<file path="src/rtl/pipe_stage_skid.sv">
// Pipeline stage register with valid/ready handshake and a one-entry skid
// buffer. Holds up to two entries (OUT + SKID) so that d_ready can be a
// pure register output. Flush squashes everything held and incoming.
// stall_cnt counts saturating cycles where the output is valid but blocked.
module pipe_stage_skid #(
  parameter int CTRL_W      = 12,
  parameter int DATA_W      = 133,
  parameter int CNT_W       = 16,
  parameter bit ZERO_BUBBLE = 1'b1
) (
  input  logic              clock,
  input  logic              reset,
  input  logic              d_valid,
  output logic              d_ready,
  input  logic [CTRL_W-1:0] d_ctrl,
  input  logic [DATA_W-1:0] d_data,
  input  logic              flush,
  output logic              e_valid,
  input  logic              e_ready,
  output logic [CTRL_W-1:0] e_ctrl,
  output logic [DATA_W-1:0] e_data,
  output logic [CNT_W-1:0]  stall_cnt
);

  localparam logic [CNT_W-1:0] CNT_MAX = {CNT_W{1'b1}};

  logic              out_valid, out_valid_nxt;
  logic [CTRL_W-1:0] out_ctrl,  out_ctrl_nxt;
  logic [DATA_W-1:0] out_data,  out_data_nxt;
  logic              skid_valid, skid_valid_nxt;
  logic [CTRL_W-1:0] skid_ctrl,  skid_ctrl_nxt;
  logic [DATA_W-1:0] skid_data,  skid_data_nxt;
  logic              d_ready_q;
  logic [CNT_W-1:0]  stall_q;

  logic accept;
  logic drain;

  assign accept = d_valid & d_ready_q;
  assign drain  = !out_valid | e_ready;

  // Next-state selection for OUT and SKID; flush has priority over all moves.
  always_comb begin
    out_valid_nxt  = out_valid;
    out_ctrl_nxt   = out_ctrl;
    out_data_nxt   = out_data;
    skid_valid_nxt = skid_valid;
    skid_ctrl_nxt  = skid_ctrl;
    skid_data_nxt  = skid_data;
    if (flush) begin
      out_valid_nxt  = 1'b0;
      skid_valid_nxt = 1'b0;
      if (ZERO_BUBBLE) out_ctrl_nxt = '0;
    end else if (drain) begin
      if (skid_valid) begin
        // SKID holds the older entry, so it moves to OUT first.
        out_valid_nxt  = 1'b1;
        out_ctrl_nxt   = skid_ctrl;
        out_data_nxt   = skid_data;
        skid_valid_nxt = accept;
        if (accept) begin
          skid_ctrl_nxt = d_ctrl;
          skid_data_nxt = d_data;
        end
      end else begin
        out_valid_nxt = accept;
        out_data_nxt  = d_data;
        if (accept)
          out_ctrl_nxt = d_ctrl;
        else if (ZERO_BUBBLE)
          out_ctrl_nxt = '0;
      end
    end else if (accept) begin
      skid_valid_nxt = 1'b1;
      skid_ctrl_nxt  = d_ctrl;
      skid_data_nxt  = d_data;
    end
  end

  // Entry storage; d_ready is registered as the inverse of next SKID occupancy.
  always_ff @(posedge clock or posedge reset) begin
    if (reset) begin
      out_valid  <= 1'b0;
      out_ctrl   <= '0;
      out_data   <= '0;
      skid_valid <= 1'b0;
      skid_ctrl  <= '0;
      skid_data  <= '0;
      d_ready_q  <= 1'b1;
    end else begin
      out_valid  <= out_valid_nxt;
      out_ctrl   <= out_ctrl_nxt;
      out_data   <= out_data_nxt;
      skid_valid <= skid_valid_nxt;
      skid_ctrl  <= skid_ctrl_nxt;
      skid_data  <= skid_data_nxt;
      d_ready_q  <= !skid_valid_nxt;
    end
  end

  // Saturating count of blocked-output cycles; flush cycles are not counted.
  always_ff @(posedge clock or posedge reset) begin
    if (reset)
      stall_q <= '0;
    else if (out_valid && !e_ready && !flush && stall_q != CNT_MAX)
      stall_q <= stall_q + 1'b1;
  end

  assign d_ready   = d_ready_q;
  assign e_valid   = out_valid;
  assign e_ctrl    = out_ctrl;
  assign e_data    = out_data;
  assign stall_cnt = stall_q;

endmodule

</file>
<file path="config.mk">
export PLATFORM = sky130hd
export DESIGN_NAME = pipe_stage_skid
export DESIGN_NICKNAME = d
export VERILOG_FILES = /design/src/rtl/pipe_stage_skid.sv
export SDC_FILE = /design/constraint.sdc
export NUM_CORES = 1
export LEC_CHECK = 0
export CAP_MARGIN = 20
export CORE_UTILIZATION = 30
export CTS_BUF_LIST = sky130_fd_sc_hd__clkbuf_8 sky130_fd_sc_hd__clkbuf_16
export CTS_CLUSTER_SIZE = 20
export DETAILED_ROUTE_END_ITERATION = 12
export PLACE_DENSITY = 0.51
export SLEW_MARGIN = 20
export SYNTH_ARGS = -nofsm -noshare
export SYNTH_HDL_FRONTEND = slang
export SYNTH_SLANG_ARGS = --single-unit
</file>
<file path="constraint.sdc">
create_clock -name clock -period 14.24 [get_ports clock]
set_input_delay 3.56 -clock clock [delete_from_list [all_inputs] [get_ports clock]]
set_output_delay 3.56 -clock clock [all_outputs]
set_load 0.02 [all_outputs]
</file>
==> impl_metrics.yaml <==
yosys:
  netlist.area_leader.share: 0.601
  ys_ff_latch: 309
  synthDistinctLibCells: 31
  synth_area_sq_mm: 0.0128
  post-synth-top-count-cell: "dfrtp_1"
  synth_area_leaders: "dfrtp_1, mux2_2, mux2i_1, o21ai_0, nand2_1"
  synth_top_area_cell: "dfrtp_1"
  synth_flop_cell: "dfrtp_1"
  synthCells: 1021
  async_reset_ff_frac: 1.00
  syn_nets: 1172
  synth_edf_count: 0
  synthTopCellsByCount: "dfrtp_1, nand2_1, mux2_2"
  synth_warnings: 0
  ys_seq_area_frac: 0.603
  syn_avg_cell_area_sq_um: 12.6
sta:
  fin_crit_ns: 6.31
  maxSlewHeadroom: 0.367
  timing_worst_slew_pin_value_ns: 0.950
  hold_violations: 0
  skew_ns: 0.0207
  setup_tns_ns: 0
  period_share: 0.443
  finalSetupViolCount: 0
  fmax_mhz: 159
  rsz0062_at_grt: "no"
  drv_slew: 0
clock_network:
  cts_resized: 0
  tritoncts: "built"
  cts.path.max_buffers: 3
  post_cts_buffers: 0
  path_clk_slew_ns: 0.06
  cts_hold_buf: 0
  cts_root_buf: "clkbuf_16"
  clkSinkCount: 309
  cts_buffers: 37
  htreeDepth: 2
  clock_latency_ns: 0.54
run:
  max-cap-violations: 0
routing:
  via_count: 8632
  drc_errors: 0
  avgViaCountPerCell: 4.59
  drt_pre_antenna_iters: 4
  ant_nets: 0
  route.detailed.wl_per_inst_um: 17.4
  routed_wirelength_um: 32800
  dr.first_iter.drc_count: 328
pwr:
  power.internal_mw: 1.89
  pwr_density_cell_mw_per_mm2: 146
  p_sw_uw: 683
  p_comb_frac: 0.188
  pwr-share-seq: 0.448
  pwr-share-clk: 0.364
  ir_drop_mv: 0.0769
  switching_share: 0.265
  p_leak_nw: 7.19
worst_setup_path:
  crit_arrival_ns: 6.68
  cp_max_fo: 92
  end_kind: "flip-flop"
  crit_type: "input port to flip-flop"
  ff2ff_setup_slack_ns: 11.01
  required_ns: 14.61
  cp-start-kind: "input port"
die:
  core_area_sq_mm: 0.0420
  die-area_sq_mm: 0.0436
  rows: 75
  dieWidth_um: 209
  die_h_um: 209
  initial_core_util: 0.305
  io_pins: 313
place:
  dpl_cell_area_sq_mm: 0.0164
  portBuffers: 312
  gp_congestion: 0.734
  dpl.hpwl_um: 20600
  placed_cells: 1813
global_routing:
  top_usage_layer: "met2"
  grt_pass1_wl_um: 51700
  grt_use_total: 0.151
  met1_usage: 0.201
  antenna_found_initial: 3
  overflow: 0
  grt_pass1_vias: 8980
  grt_util_met3: 0.0595
  grt.met2_usage: 0.228
  grt_max_degree: 171
finish:
  instances_no_fill: 1879
  drive_gt1_frac: 0.164
  utilization: 0.420
  final_area_sq_mm: 0.0176
  multi_input_area_sq_mm: 0.00476
  seq_area_sq_mm: 0.00774
  num_antenna_cells: 0
  nets: 1465
  area_growth_pct: 37.5
  fillers: 4019
min_path:
  hold_path.class: "flip-flop to flip-flop"
status:
  status: "completed"
==> path summary, 6_finish.rpt <==
| kind | depth (start not counted) | from | endpoint |
|---|---|---|---|
| worst max-delay path | 7 | e_ready | e_data[114]$_DFFE_PP0P_ |
| worst min-delay path | 2 | e_data[115]$_DFFE_PP0P_ | e_data[115]$_DFFE_PP0P_ |
| worst max register to register | 6 | e_valid$_DFFE_PP0P_ | e_data[114]$_DFFE_PP0P_ |
| worst min register to register | 2 | e_data[115]$_DFFE_PP0P_ | e_data[115]$_DFFE_PP0P_ |
| max in group asynchronous | 3 | reset | skid_valid$_DFF_PP0_ |
| min in group asynchronous | 2 | reset | e_data[68]$_DFFE_PP0P_ |
==> critical path, stage by stage <==
cell and delay, ns:
clkdlybuf4s50_1 0.46, nor2b_1 0.20, or2_4 0.38, buf_16 0.29, buf_4 0.75, buf_4 0.73, o21ai_0 0.19
==> cell usage in the layout (no fill, tap or decap), types with 2 or more instances in the layout <==
cell type          n
clkbuf_16         37
clkinv_2           3
a22oi_1           12
bufinv_16          2
xor2_1             6
clkdlybuf4s50_1  312
nor3_1             4
o21ai_0          145
a21oi_1            4
buf_4              6
nand2_1          148
dfrtp_1          307
mux2i_1          133
nor2_1             5
clkbuf_8          11
and3_1             3
inv_1              9
nand4_1            8
inv_6              2
buf_12             2
xnor2_1            7
nand3_1            5
mux2_2           146
and4_1             4
==> routing by layer <==
metal,vias to the layer above,routed length (um)
li1,4164,-
met3,52,2630
met2,211,14400
met4,6,640
met5,-,37
met1,4199,15100
==> registers in the layout, summed over array words and instances, names as in the netlist <==
signal / cells
d_ready: 1
e_ctrl: 12
e_data: 133
e_valid: 1
skid_ctrl: 12
skid_data: 133
skid_valid: 1
stall_cnt: 16
==> cell families (layout without fill, tap and decap cells) <==
logic type,count (synthesis),after routing,synth area share
compound gates,165,165,0.0676
fa+ha+maj,1,1,0.000975
xor+xnor,13,13,0.00887
mux,279,279,0.232
simple gates,185,185,0.0610
buf+inv,69,388,0.0272
flops,309,309,0.603
==> power by group through the flow <==
stage	clock network (mW)	logic, mW	registers (mW)
2_1_floorplan	0	0.214	1.22
3_3_place_gp	0	0.484	1.16
6_report	0.939	0.484	1.16
3_5_place_dp	0	0.492	1.17
5_1_grt	1.01	0.528	1.18
4_1_cts	0.978	0.493	1.16
==> stage by stage <==
step                      hold WS, ns  setup WS (ns)  power (mW)
after floorplan                 0.480           2.14        1.44
after global placement          0.461           7.19        1.65
after detailed placement        0.469           7.07        1.66
after CTS                       0.481           7.66        2.63
after global routing            0.490           7.60        2.72
final                           0.475           7.93        2.58
==> final cells by class <==
cell class | count | area share
Clock buffer | 48 | 0.0611
Clock inverter | 17 | 0.00787
Inverter | 2 | 0.00113
Multi-Input combinational cell | 643 | 0.270
Sequential cell | 309 | 0.438
Tap cell | 539 | 0.0382
Timing Repair Buffer | 321 | 0.183
No activity file was read; power rests on OpenSTA's default activity.
